$ cat src/rtl/rr_arbiter_n.sv
// rr_arbiter_n: round-robin arbiter with optional locked bursts.
//
// A port is eligible when its request and enable are both high. In
// arbitration the search starts at a rotating pointer and wraps modulo
// N_PORTS. A granted port holding its lock input high keeps the grant for up
// to HOLD_MAX consecutive cycles. HOLD_MAX=1 disables locking.
//
// Ports:
//   i_clk        single clock, rising edge
//   i_rst        asynchronous active-high reset
//   i_req        per-port request
//   i_en         per-port enable
//   i_lock       per-port burst request, sampled only from the granted port
//   o_grant      combinational grant, one-hot or all-zero
//   o_grant_vld  OR-reduction of o_grant
//   o_grant_id   binary index of the granted port, 0 when nothing is granted
//   o_locked     registered, high while the FSM is in HOLD
module rr_arbiter_n #(
    parameter  int N_PORTS  = 4,
    parameter  int HOLD_MAX = 4,
    localparam int ID_W     = (N_PORTS > 1) ? $clog2(N_PORTS) : 1,
    localparam int CNT_W    = $clog2(HOLD_MAX + 1)
) (
    input  logic               i_clk,
    input  logic               i_rst,
    input  logic [N_PORTS-1:0] i_req,
    input  logic [N_PORTS-1:0] i_en,
    input  logic [N_PORTS-1:0] i_lock,
    output logic [N_PORTS-1:0] o_grant,
    output logic               o_grant_vld,
    output logic [ID_W-1:0]    o_grant_id,
    output logic               o_locked
);

    typedef enum logic [0:0] {
        ST_ARB  = 1'b0,
        ST_HOLD = 1'b1
    } state_t;

    state_t             r_state;
    logic [ID_W-1:0]    r_ptr;
    logic [ID_W-1:0]    r_owner;
    logic [CNT_W-1:0]   r_cnt;
    logic               r_locked;

    state_t             w_state_nxt;
    logic [ID_W-1:0]    w_ptr_nxt;
    logic [ID_W-1:0]    w_owner_nxt;
    logic [CNT_W-1:0]   w_cnt_nxt;
    logic [CNT_W-1:0]   w_cnt_inc;

    logic [N_PORTS-1:0] w_elig;
    logic               w_pick_found;
    logic [ID_W-1:0]    w_pick_id;
    logic               w_hold_active;
    logic [N_PORTS-1:0] w_grant;
    logic [ID_W-1:0]    w_grant_id;

    assign w_elig        = i_req & i_en;
    assign w_hold_active = (r_state == ST_HOLD) && w_elig[r_owner];
    assign w_cnt_inc     = r_cnt + CNT_W'(1);

    // Rotating priority search: first eligible port at ptr, ptr+1, ... (mod N).
    always_comb begin
        int unsigned     v_idx;
        logic [ID_W-1:0] v_id;
        w_pick_found = 1'b0;
        w_pick_id    = {ID_W{1'b0}};
        v_idx        = 32'd0;
        v_id         = {ID_W{1'b0}};
        for (int k = 0; k < N_PORTS; k++) begin
            v_idx = (32'(r_ptr) + 32'(k)) % 32'(N_PORTS);
            v_id  = v_idx[ID_W-1:0];
            if (!w_pick_found && w_elig[v_id]) begin
                w_pick_found = 1'b1;
                w_pick_id    = v_id;
            end else begin
                w_pick_found = w_pick_found;
            end
        end
    end

    // Grant selection: a live burst owner wins, otherwise the round-robin pick.
    always_comb begin
        w_grant    = {N_PORTS{1'b0}};
        w_grant_id = {ID_W{1'b0}};
        if (w_hold_active) begin
            w_grant    = N_PORTS'(1) << r_owner;
            w_grant_id = r_owner;
        end else if (w_pick_found) begin
            w_grant    = N_PORTS'(1) << w_pick_id;
            w_grant_id = w_pick_id;
        end else begin
            w_grant    = {N_PORTS{1'b0}};
            w_grant_id = {ID_W{1'b0}};
        end
    end

    // Outputs are forced to zero during reset even though they are combinational.
    assign o_grant     = i_rst ? {N_PORTS{1'b0}} : w_grant;
    assign o_grant_vld = |o_grant;
    assign o_grant_id  = i_rst ? {ID_W{1'b0}} : w_grant_id;
    assign o_locked    = r_locked;

    // Next-state logic for the ARB/HOLD FSM, pointer, owner and burst counter.
    always_comb begin
        w_state_nxt = ST_ARB;
        w_ptr_nxt   = r_ptr;
        w_owner_nxt = r_owner;
        w_cnt_nxt   = r_cnt;
        if (w_hold_active) begin
            // Pointer is frozen during a burst; it already points past the owner.
            w_cnt_nxt = w_cnt_inc;
            if (!i_lock[r_owner] || (w_cnt_inc == CNT_W'(HOLD_MAX))) begin
                w_state_nxt = ST_ARB;
            end else begin
                w_state_nxt = ST_HOLD;
            end
        end else if (w_pick_found) begin
            if (w_pick_id == ID_W'(N_PORTS - 1)) begin
                w_ptr_nxt = {ID_W{1'b0}};
            end else begin
                w_ptr_nxt = w_pick_id + ID_W'(1);
            end
            if (i_lock[w_pick_id] && (HOLD_MAX > 1)) begin
                w_state_nxt = ST_HOLD;
                w_owner_nxt = w_pick_id;
                w_cnt_nxt   = CNT_W'(1);
            end else begin
                w_state_nxt = ST_ARB;
            end
        end else begin
            w_state_nxt = ST_ARB;
        end
    end

    // State registers; reset aborts any burst immediately.
    always_ff @(posedge i_clk or posedge i_rst) begin
        if (i_rst) begin
            r_state  <= ST_ARB;
            r_ptr    <= {ID_W{1'b0}};
            r_owner  <= {ID_W{1'b0}};
            r_cnt    <= {CNT_W{1'b0}};
            r_locked <= 1'b0;
        end else begin
            r_state  <= w_state_nxt;
            r_ptr    <= w_ptr_nxt;
            r_owner  <= w_owner_nxt;
            r_cnt    <= w_cnt_nxt;
            r_locked <= (w_state_nxt == ST_HOLD);
        end
    end

endmodule

$ cat config.mk
export PLATFORM = sky130hd
export DESIGN_NAME = rr_arbiter_n
export DESIGN_NICKNAME = d
export VERILOG_FILES = /design/src/rtl/rr_arbiter_n.sv
export SDC_FILE = /design/constraint.sdc
export NUM_CORES = 1
export LEC_CHECK = 0
export ABC_AREA = 1
export BUFFER_PORTS_ARGS = -buffer_cell sky130_fd_sc_hd__buf_4
export CORE_ASPECT_RATIO = 0.9
export CORE_MARGIN = 10
export CORE_UTILIZATION = 49
export CTS_CLUSTER_SIZE = 25
export DETAILED_ROUTE_END_ITERATION = 10
export GPL_ROUTABILITY_DRIVEN = 0
export HOLD_SLACK_MARGIN = 0.15
export PLACE_DENSITY = 0.72
export SLEW_MARGIN = 0
export SYNTH_ARGS = -nofsm -noshare
export SYNTH_HDL_FRONTEND = slang
export SYNTH_SLANG_ARGS = --single-unit
$ cat constraint.sdc
create_clock -name i_clk -period 1.9 [get_ports i_clk]
set_clock_uncertainty 0.15 [all_clocks]
set_input_delay 0.19 -clock i_clk [delete_from_list [all_inputs] [get_ports i_clk]]
set_output_delay 0.19 -clock i_clk [all_outputs]
set_load 0.05 [all_outputs]
**Yosys cells after proc, flatten, opt, wreduce, memory -nomap -nowiden**

Cells that the tools add are included.

- Flip-flop bits (word level): 8
- Latch bits: 0
- RAM bits: 0
- Bits in read-only memories: 0
- Input bits: 14
- Output and inout port bits: 8
- Word-level logic and storage cells: 72
- Memories: 0

- Add/sub/neg operators: 5
- $mul: 0
- Div/mod/pow operators: 0
- Magnitude comparators: 6
- Eq/ne operators: 2
- Shift operators: 2
- Mux-type cells: 36
- Bitwise logic cells: 2
- Reduce and logical (&&, ||, !) cells: 15

Operators by type and width:

| cell | count |
|---|---|
| < comparator 2 x 3 -> 1 bit (second input constant) | 6 |
| 2-to-1 mux 2 bit | 8 |
| 2-to-1 mux 1 bit | 15 |
| binary-select mux 1 bit (select 2 bit) | 7 |
| 2-to-1 mux 4 bit | 3 |
| 2-to-1 mux 3 bit | 3 |
| left shift 1 x 2 -> 4 bit (first input constant) | 2 |
| adder 2 x 1 -> 2 bit (second input constant) | 2 |
| adder 2 bit (second input constant) | 2 |
| bitwise AND 4 bit | 1 |
| logical AND 1 bit | 4 |
| zero test 1 bit | 4 |
| AND reduction 2 bit | 2 |
| nonzero test 2 bit | 2 |
| OR reduction 4 bit | 1 |
| adder 3 x 1 -> 3 bit (second input constant) | 1 |
| equality test 3 bit (second input constant) | 1 |
| AND reduction 3 bit | 1 |
| equality test 2 bit (second input constant) | 1 |
| logical OR 1 bit | 1 |
| NOT 1 bit | 1 |

**Longest topological paths before layout**

Gate-level depths: netlist (run 1).

- Depth in word-level cells: 18
- Mapped depth: 16
- Mapped depth without buffers: 15

**Least setup slack after synthesis (run 1)**

Ideal clock, no wire load.

- Kind: flip-flop to output port
- From: register o_locked (netlist name)
- To: output o_grant_id[0]
- Data arrival time: 2.385 ns
- Required time: 1.560 ns
- Path slack: -0.825 ns
- Cell stages (with the launch flop): 6
- Cells stage by stage: dfrtp_1 -> nand2_1 -> a31oi_1 -> nand3_1 -> clkbuf_1 -> a211oi_1

RTL lines:

| item | line | source |
|---|---|---|
| end: declaration | 31 | `output logic [ID_W-1:0] o_grant_id,` |

**Final worst setup path (run 1)**

- From: register r_ptr[0]
- To: output o_grant_vld

- Cells in the longest elaborated chain, start to end: 17

Ends and longest elaborated chain:

| item | line | source |
|---|---|---|
| start: declaration | 41 | `logic [ID_W-1:0] r_ptr;` |
| start signal: assignment | 141 | `r_ptr <= {ID_W{1'b0}};` |
| start signal: assignment | 147 | `r_ptr <= w_ptr_nxt;` |
| parallel branches: the longest is 11 deep, another holds adder 2 x 1 -> 2 bit | n/a |  |
| 2-to-1 mux 2 bit * | 74 | `if (!w_pick_found && w_elig[v_id]) begin` |
| named net w_pick_id[0] | 54 | `logic [ID_W-1:0] w_pick_id;` |
| left shift 1 x 2 -> 4 bit * | 91 | `w_grant = N_PORTS'(1) << w_pick_id;` |
| 2-to-1 mux 4 bit * | 90 | `end else if (w_pick_found) begin` |
| 2-to-1 mux 4 bit * | 87 | `if (w_hold_active) begin` |
| 2-to-1 mux 4 bit * | 100 | `assign o_grant = i_rst ? {N_PORTS{1'b0}} : w_grant;` |
| OR reduction 4 bit * | 101 | `assign o_grant_vld = \|o_grant;` |
| end: declaration | 30 | `output logic o_grant_vld,` |

Mark *: on every way through the listed nets, which the timed path passes. The select of a mux whose other input is x is not followed.

==> metrics.txt, run 1 <==
register-to-register setup slack=-0.47 ns; met3 WL=214 um; Rel. slew slack=84.11%; cells after synthesis=156; synthesis-stage register bit count=8; area delta synth->final=62.13%; Max Clock Freq=0.3793 GHz; worst-margin pin slew=0.2384 ns; post-synthesis mux area share=0%; metal2 WL=1.872 mm; port bufs=21; layout cells sized above 1=55.61%; CP top delay family=simple AND/OR/NAND/NOR gates; Final Hold Viols=0; Initial Util=53.14%; largest net degree at the start of global routing=10; Total GRT Usage=15.29%; clk_lat worst skew=0.26 ns; DRT antenna net count=0; Yosys cell types=26; core area=1971 um2; Hold Path Class=primary input to register; WHS=0.1547 ns; Ys Warns=0; asr flop ratio synth=100.0%; sequential-to-total area share from yosys stat=19.12%; status=complete, but fails checks; I/O Pins=22; First-pass DRT Iterations=4; top-area cell type share of the netlist area=19.12%; critical path startpoint category=register; H-tree levels=1; antenna violations before repair=0; vias per std cell=5.448; Synth Net Count=176; dpl hpwl=2.424 mm; min Tclk post-route=2.637 ns; Crit Reg-Reg Endpoint=r_owner[0]$_DFFE_PP0P_; Post-synth EDFFs=0; # setup viols final=15; post-synthesis adder-cell area fraction=7.168%; Post-synth top flop=dfrtp_1; CTS clk-pin slew, worst paths=0.06 ns; vias=1,302; WHS Path Cells=3; CTS tree=yes; clock root cell=clkbuf_4; CP Cell Sequence=buf_6 > nand2_2 > nand2_2 > nand2_2 > nand2_4 > nand2_4 > nand2_4 > nand2_4 > nand3_4 > inv_2 > ha_1 > nand2_1 > o21ai_1 > nand2_1 > nand4_1 > buf_6; Core Rows=15; cell mode on critical path=nand2_4; number of global-route vias before repair=1,294; Chip Width=68.73 um; Critical Path Slowest Stage Cell=dfrtp_2; first-pass GRT wire length=5.471 mm; Num CTS Buffers=3; drt wl/cell=15.50 um; final WL=3.704 mm; RSZ-0062 raised after global routing=yes; Worst Path Buf+Inv=3; CTS max path bufs=2; DRC=0; setup ws final=-0.7366 ns; Critical Path End Type=output pin; hold path start=i_lock[0]; Synth top cells by count=nand2_1 (50), inv_1 (18), nand2_2 (15), nand3_1 (15), dfrtp_1 (8); largest family of logic cells by synthesized area=simple AND/OR/NAND/NOR gates; met1 wire length=1.533 mm; Area contributors post-synth=dfrtp_1 (19%), nand2_1 (18%), nand2_2 (9.0%); Die Area=4389 um2; Hold EP=o_locked$_DFF_PP0_; initial DRC count=114; Clock Sinks=8; reg2reg path depth=18; max-slew violations=0; Worst Path Required=1.56 ns; mean area per synthesized cell=6.713 um2; violated checks=negative setup slack; grt ovf=0; Final #Nets=236; Synth Area in Compound Gates=7.527%; most frequent cell after synthesis=nand2_1; leading area contributor after synthesis=dfrtp_1; path type of the worst setup path=register to output pin; max cap viols=0; post-synthesis cell area=1047 um2; Final period util=138.8%; CP max FO=6; RR Startpoint=r_ptr[0]$_DFFE_PP0P_; chip height=63.86 um; post-synthesis xor/xnor area fraction=0%; Simple-Gate Fraction of Synth Area=54.84%; antenna cell count=0; slowest stage delay, CP=0.50 ns; Top Layer Used=met4; Worst EP arrival=2.30 ns
==> layer usage <==
layer,track usage [%],up-vias
met5,0,-
met4,5.172,0
met3,4.007,6
met2,24.65,44
met1,18.93,624
li1,-,628
==> through the flow <==
stage / cells / TNS (ns) / cell area [um2] / utilization [%] / worst slack [ns]
6_report: 239 / -7.269 / 1698 / 86.16 / -0.7366
5_1_grt: 239 / -8.977 / 1698 / 86.16 / -0.8388
4_1_cts: 236 / -6.650 / 1604 / 81.40 / -0.6616
3_5_place_dp: 225 / -4.950 / 1433 / 72.70 / -0.5603
3_3_place_gp: 225 / -3.769 / 1433 / 72.70 / -0.4670
2_1_floorplan: 156 / -2.023 / 1076 / - / -0.4744
==> final cells by class <==
class                           count  area (um2)
Sequential cell                     8       202.7
Inverter                           22       97.59
Fill cell                          95       272.8
Multi-Input combinational cell    123       864.6
Timing Repair Buffer               58       479.2
Clock buffer                        3       22.52
Tap cell                           25       31.28
==> layout by cell type (no fill, tap or decap), drive strengths merged <==
cell type and instances:
a31oi 1, a221oi 1, nand3 23, a211oi 2
o21ai 5, o31ai 1, or2 1, inv 22
nand4 6, dlygate4sd3 1, buf 57, ha 6
nand2 70, nor2 4, a21oi 2, o22ai 1
dfrtp 8, clkbuf 3
==> sequential cells by signal, indices dropped and copies added (netlist names) <==
| name | flops |
|---|---|
| r_owner | 2 |
| r_cnt | 3 |
| r_ptr | 2 |
| o_locked | 1 |
==> worst max path at each step <==
stage / startpoint / to / slack [ns] / cells after the start
2_1_floorplan: r_ptr[0]$_DFFE_PP0P_ / o_grant_vld / -0.47 / 14
3_3_place_gp: r_ptr[0]$_DFFE_PP0P_ / o_grant_vld / -0.47 / 13
3_5_place_dp: r_ptr[0]$_DFFE_PP0P_ / o_grant_vld / -0.56 / 13
4_1_cts: r_ptr[0]$_DFFE_PP0P_ / o_grant_vld / -0.66 / 15
5_1_grt: r_ptr[0]$_DFFE_PP0P_ / o_grant_vld / -0.84 / 15
6_report: r_ptr[0]$_DFFE_PP0P_ / o_grant_vld / -0.74 / 16
==> worst register-to-register path, delay by kind of cell, from the launching register on <==
kind,cells,cell delay (ns)
flops,1,0.50
compound gates,1,0.06
buf+inv,4,0.55
simple gates,13,1.01
==> logic make-up (layout without fill, tap and decap cells) <==
logic type | Yosys count | count (layout)
buffers and inverters | 25 | 83
adders and majority gates | 6 | 6
and+or+nand+nor | 104 | 104
AOI/OAI and AO/OA | 13 | 13
DFF | 8 | 8
==> repair_timing <==
action | 4_1_cts | 5_1_grt
hold endpoints to repair | 8 | 0
hold buffers | 1 | 0
gates resized for setup | 27 | 17
endpoints found under the setup margin | 15 | 15
pin swaps | 12 | 10
setup buffers | 7 | 5
Power of run 1 is not shown: default switching activity piles up to over one toggle a cycle in this logic, so the estimate is an artifact.
==> inputs of run 2 (changes only) <==
SETUP_SLACK_MARGIN = 0.4   (was not set)
==> run 2 against run 1 <==
Net effect:
- the run still ends with negative setup slack left
- flip-flop and latch count stayed put
- die area unchanged
- routed wire length up 29%
- global-route usage increased by 0.66 points
- maximum frequency down 6.5%
- first-iteration DRC count rose by 80%
- highest routed layer unchanged
==> metrics.txt, run 2 (synthesized netlist as in run 1, its figures left out) <==
First-pass DRT Iterations=8 (+4); first-pass GRT wire length=5.630 mm (+2.9%); vias=1,500 (+15%); max-slew violations=0 (unchanged); Worst EP arrival=2.48 ns (+0.18 ns); dpl hpwl=2.497 mm (+3.0%); hold path start=i_lock[0]; most frequent standard cell in the layout excluding fill and tap cells=buf_4; min Tclk post-route=2.820 ns (+0.1831 ns); Largest Register=r_cnt; antenna violations before repair=0 (unchanged); met3 usage=2.962% (-1.0 points); Final period util=148.4% (+9.6 points); CP max FO=7 (+1); # setup viols final=15 (unchanged); worst-margin pin slew=0.2787 ns (+0.04028 ns); CP top delay family=simple AND/OR/NAND/NOR gates; port bufs=21 (unchanged); CTS tree=yes; DRC=0 (unchanged); RSZ-0062 raised after global routing=yes; Crit Reg-Reg Endpoint=r_owner[1]$_DFFE_PP0P_; critical path startpoint category=register; layout cells sized above 1=56.82% (+1.2 points); slowest stage delay, CP=0.53 ns (+0.03 ns); register area=202.7 um2 (unchanged); Critical Path End Type=output pin; Most Crowded Layer GR=met2; GR Layer Usage met2=26.27% (+1.6 points); chip height=63.86 um (unchanged); Hold Path Class=primary input to register; most frequent cells in the layout=buf_4 (48), nand2_1 (41), nand2_2 (21); Layout fillers=91 (-4.2%); Initial Util=53.14% (unchanged); Worst Path Buf+Inv=2 (-1); Chip Width=68.73 um (unchanged); cell mode on critical path=nand3_1; area delta synth->final=64.52%; path type of the worst setup path=register to output pin; Core Rows=15 (unchanged); I/O Pins=22 (unchanged); Max Clock Freq=0.3547 GHz (-6.5%); reg2reg path depth=16 (-2); max cap viols=0 (unchanged); Total GRT Usage=15.95% (+0.66 points); setup ws final=-0.9197 ns (-0.1831 ns); number of global-route vias before repair=1,224 (-5.4%); largest registers=r_cnt x3, r_owner x2, r_ptr x2; largest net degree at the start of global routing=11 (+1); Rel. slew slack=81.42% (-2.7 points); drt wl/cell=19.55 um (+26%); Clock Sinks=8 (unchanged); core area=1971 um2 (unchanged); final WL=4.789 mm (+29%); GR Util met1=20.14% (+1.2 points); Worst Path Required=1.56 ns (about the same); WHS=0.2213 ns (+0.06668 ns); CP Cell Sequence=buf_6 > nand2_1 > nand3_1 > nand2_2 > nand3_1 > nand3_1 > nand2_2 > nand2_4 > ha_4 > a21oi_2 > a21oi_1 > nand2_1 > nand4_1 > buf_6; H-tree levels=1 (unchanged); status=complete, but fails checks; RR Startpoint=r_ptr[0]$_DFFE_PP0P_; Hold EP=o_locked$_DFF_PP0_; Critical Path Slowest Stage Cell=dfrtp_2; Die Area=4389 um2 (unchanged); grt ovf=0 (unchanged); clock root cell=clkbuf_4; antenna cell count=0 (unchanged); initial DRC count=205 (+80%); number of flip-flops under the largest register name=3 (unchanged); Final Hold Viols=0 (unchanged); WHS Path Cells=3 (unchanged); Num CTS Buffers=3 (unchanged); vias per std cell=6.122 (+12%); register-to-register setup slack=-0.67 ns (-0.20 ns); DRT antenna net count=0 (unchanged); clk_lat worst skew=0.27 ns (about the same); violated checks=negative setup slack; Multi-input gate area=834.6 um2 (-3.5%); CTS clk-pin slew, worst paths=0.07 ns (about the same); WP depth=14 (-2); Final #Nets=242 (+2.5%); CTS max path bufs=2 (unchanged)
==> run 2: changes by cell type in the layout (fill, tap and decap cells not counted), moves of 2 or more <==
cell     change
nand2_4      -3
nand2_2      +6
nand2_1      -3
nand3_1      +6
nand3_2      -5
buf_4        +2
buf_6        +3
==> run 2: worst reg2reg max path: cells and delay by family (launching register included) <==
family | cells | cell delay [ns]
flops | 1 | 0.53
simple gates | 12 | 1.17
compound gates | 1 | 0.07
buf+inv | 3 | 0.51
==> run 2: final cells by class <==
cell class	count	area share, %
clock buffer	3	1.307
inverter	22	5.664
multi-input combinational	123	48.44
sequential	8	11.76
tap	25	1.816
timing repair buffer	63	30.65
timing repair inverter	1	0.3631
==> run 2: per-layer routing <==
layer,wire (um),up-vias
met1,1755,689
met2,2296,142
met4,219,0
met5,0,-
li1,-,638
met3,517,31
==> run 2: worst max path at each step <==
stage / start / end / slack (ns)
floorplan: r_ptr[0]$_DFFE_PP0P_ / o_grant_vld / -0.47
global placement: r_ptr[0]$_DFFE_PP0P_ / o_grant_vld / -0.43
detailed placement: r_ptr[0]$_DFFE_PP0P_ / o_grant_vld / -0.50
CTS: r_ptr[0]$_DFFE_PP0P_ / o_grant_vld / -0.68
global route: r_ptr[0]$_DFFE_PP0P_ / o_grant_vld / -1.06
finish: r_ptr[0]$_DFFE_PP0P_ / o_grant_vld / -0.92
==> run 2: stage by stage <==
step	TNS, ns	cells	worst slack [ns]	instance area, um2	util (%)
global placement	-3.538	225	-0.4320	1433	72.70
global route	-11.18	245	-1.060	1723	87.43
CTS	-5.514	234	-0.6813	1570	79.68
finish	-10.23	245	-0.9197	1723	87.43
floorplan	-2.023	156	-0.4741	1076	-
detailed placement	-4.239	225	-0.4992	1433	72.70
==> run 2: timing repair <==
action | in CTS | in global routing
setup buffers | 5 | 10
endpoints found under the setup margin | 15 | 15
hold buffers | 1 | 0
pin swaps | 11 | 18
hold endpoints to repair | 8 | 0
gates resized for setup | 20 | 22
cloned | 0 | 1
Power of run 2 is left out for the same reason.
==> inputs of run 3 (changes only) <==
CELL_PAD_IN_SITES_DETAIL_PLACEMENT = 0   (was not set)
CELL_PAD_IN_SITES_GLOBAL_PLACEMENT = 1   (was not set)
CORE_UTILIZATION = 34   (was 49)
PLACE_DENSITY = 0.71   (was 0.72)
SETUP_SLACK_MARGIN = not set   (was 0.4)
==> run 3 against run 2 <==
Net effect:
- register-to-register slack better by 0.29 ns
- cell count up 6.9%
- first-iteration DRC count decreased by 64%
- worst hold slack got worse by 0.044 ns
- flip-flop and latch count stayed put
- via count is 16% lower
- utilization shrank 21 points
- the run still ends with negative setup slack left
- sequential share of layout area shrank 1.5 points
- setup slack better by 0.22 ns
- global-route usage decreased by 4.4 points
==> metrics.txt, run 3 (synthesized netlist as in run 1, its figures left out) <==
max-slew violations=0 (unchanged); status=complete, but fails checks; Final period util=136.6% (-12 points); most frequent cells in the layout=buf_4 (48), nand2_1 (33), nand2_4 (18); reg2reg path depth=17 (+1); setup ws final=-0.6952 ns (+0.2245 ns); path type of the worst setup path=register to output pin; core area=2995 um2 (+52%); largest net degree at the start of global routing=11 (unchanged); Final #Nets=242 (unchanged); CTS tree=yes; min Tclk post-route=2.595 ns (-0.2245 ns); Placed Instances=241 (+7.1%); vias per std cell=4.798 (-22%); Non-Filler Instances=262 (+6.9%); Worst EP arrival=2.26 ns (-0.22 ns); first-pass GRT wire length=5.575 mm (-0.98%); violated checks=negative setup slack; DRT antenna net count=0 (unchanged); most frequent standard cell in the layout excluding fill and tap cells=buf_4; max cap viols=0 (unchanged); port bufs=21 (unchanged); Rel. slew slack=75.04% (-6.4 points); Num CTS Buffers=3 (unchanged); number of global-route vias before repair=1,263 (+3.2%); Layout fillers=256 (+180%); CP max FO=6 (-1); worst-margin pin slew=0.3744 ns (+0.09571 ns); vias=1,257 (-16%); WHS Path Cells=3 (unchanged); Worst Path Required=1.56 ns (about the same); Largest Register=r_cnt; I/O Pins=22 (unchanged); RSZ-0062 raised after global routing=yes; clk_lat worst skew=0.25 ns (-0.02 ns); layout cells sized above 1=64.55% (+7.7 points); dpl hpwl=2.495 mm (-0.10%); Max Clock Freq=0.3853 GHz (+8.7%); Critical Path End Type=output pin; WHS=0.1778 ns (-0.04352 ns); antenna cell count=0 (unchanged); Finished Core Util=65.96% (-21 points); number of flip-flops under the largest register name=3 (unchanged); CTS max path bufs=2 (unchanged); Hold Path Class=primary input to register; chip height=72.65 um (+14%); clock root cell=clkbuf_4; register area=202.7 um2 (unchanged); grt ovf=0 (unchanged); Clock Sinks=8 (unchanged); initial DRC count=74 (-64%); antenna violations before repair=0 (unchanged); dpl ws=-0.5124 ns (-0.01323 ns); register-to-register setup slack=-0.38 ns (+0.29 ns); DRC=0 (unchanged); Initial Util=34.96% (-18 points); # setup viols final=15 (unchanged); Die Area=5703 um2 (+30%); critical path startpoint category=register; H-tree levels=1 (unchanged); Multi-input gate area=1046 um2 (+25%); CTS clk-pin slew, worst paths=0.05 ns (-0.02 ns); largest registers=r_cnt x3, r_owner x2, r_ptr x2; Chip Width=78.50 um (+14%); final WL=3.760 mm (-21%); Final Hold Viols=0 (unchanged); drt wl/cell=14.35 um (-27%); area delta synth->final=88.65%; Core Rows=19 (+4); First-pass DRT Iterations=4 (-4); Total GRT Usage=11.59% (-4.4 points)
run 3: worst max-delay path, stage by stage, from the launching register on:
cell and delay, ns:
dfrtp_2 0.46, inv_8 0.06, buf_6 0.14, nand3_4 0.08, nand3_4 0.11, nand2_8 0.11, nand3_2 0.06, nor2_1 0.12
inv_1 0.08, nand2_4 0.12, inv_4 0.06, ha_4 0.15, nand2_2 0.06, nand2_2 0.05, nand2_2 0.07, nand4_1 0.11
buf_6 0.17
run 3: metrics by stage:
| step | area (um2) | TNS (ns) |
|---|---|---|
| final | 1976 | -6.754 |
| after CTS | 1658 | -5.377 |
| after global placement | 1446 | -4.292 |
| after detailed placement | 1446 | -4.690 |
| after global routing | 1976 | -8.390 |
| after floorplan | 1076 | -2.023 |
run 3: repair_timing:
item                                   4_1_cts  5_1_grt
pin swaps                                   14       31
gates resized for setup                     34       53
setup buffers                                7       11
cloned                                       0        0
setup endpoints to repair                   15       15
endpoints found under the hold margin        8        0
hold buffers                                 1        0
run 3: worst paths after layout:
kind	from	end
min	i_lock[0]	o_locked$_DFF_PP0_
min reg2reg	r_cnt[2]$_DFFE_PP0P_	r_cnt[2]$_DFFE_PP0P_
max in group asynchronous	i_rst	r_ptr[1]$_DFFE_PP0P_
max reg2reg	r_ptr[0]$_DFFE_PP0P_	r_owner[0]$_DFFE_PP0P_
max	r_ptr[0]$_DFFE_PP0P_	o_grant_vld
min in group asynchronous	i_rst	r_cnt[0]$_DFFE_PP0P_
run 3: final cells by class:
type | count | area share (%)
repair buffers | 64 | 27.93
well taps | 42 | 2.660
clock buffers | 3 | 1.140
flip-flops and latches | 8 | 10.26
multi-input cells | 123 | 52.94
inverters | 22 | 5.067
run 3: layer usage:
layer	global-route usage, %	vias to the layer above	part of all wire [%]
li1	-	634	-
met1	15.06	604	44
met2	20.26	15	54
met3	0.7389	4	1.6
met4	2.982	0	0.72
met5	0	-	0
Power of run 3 is left out for the same reason.
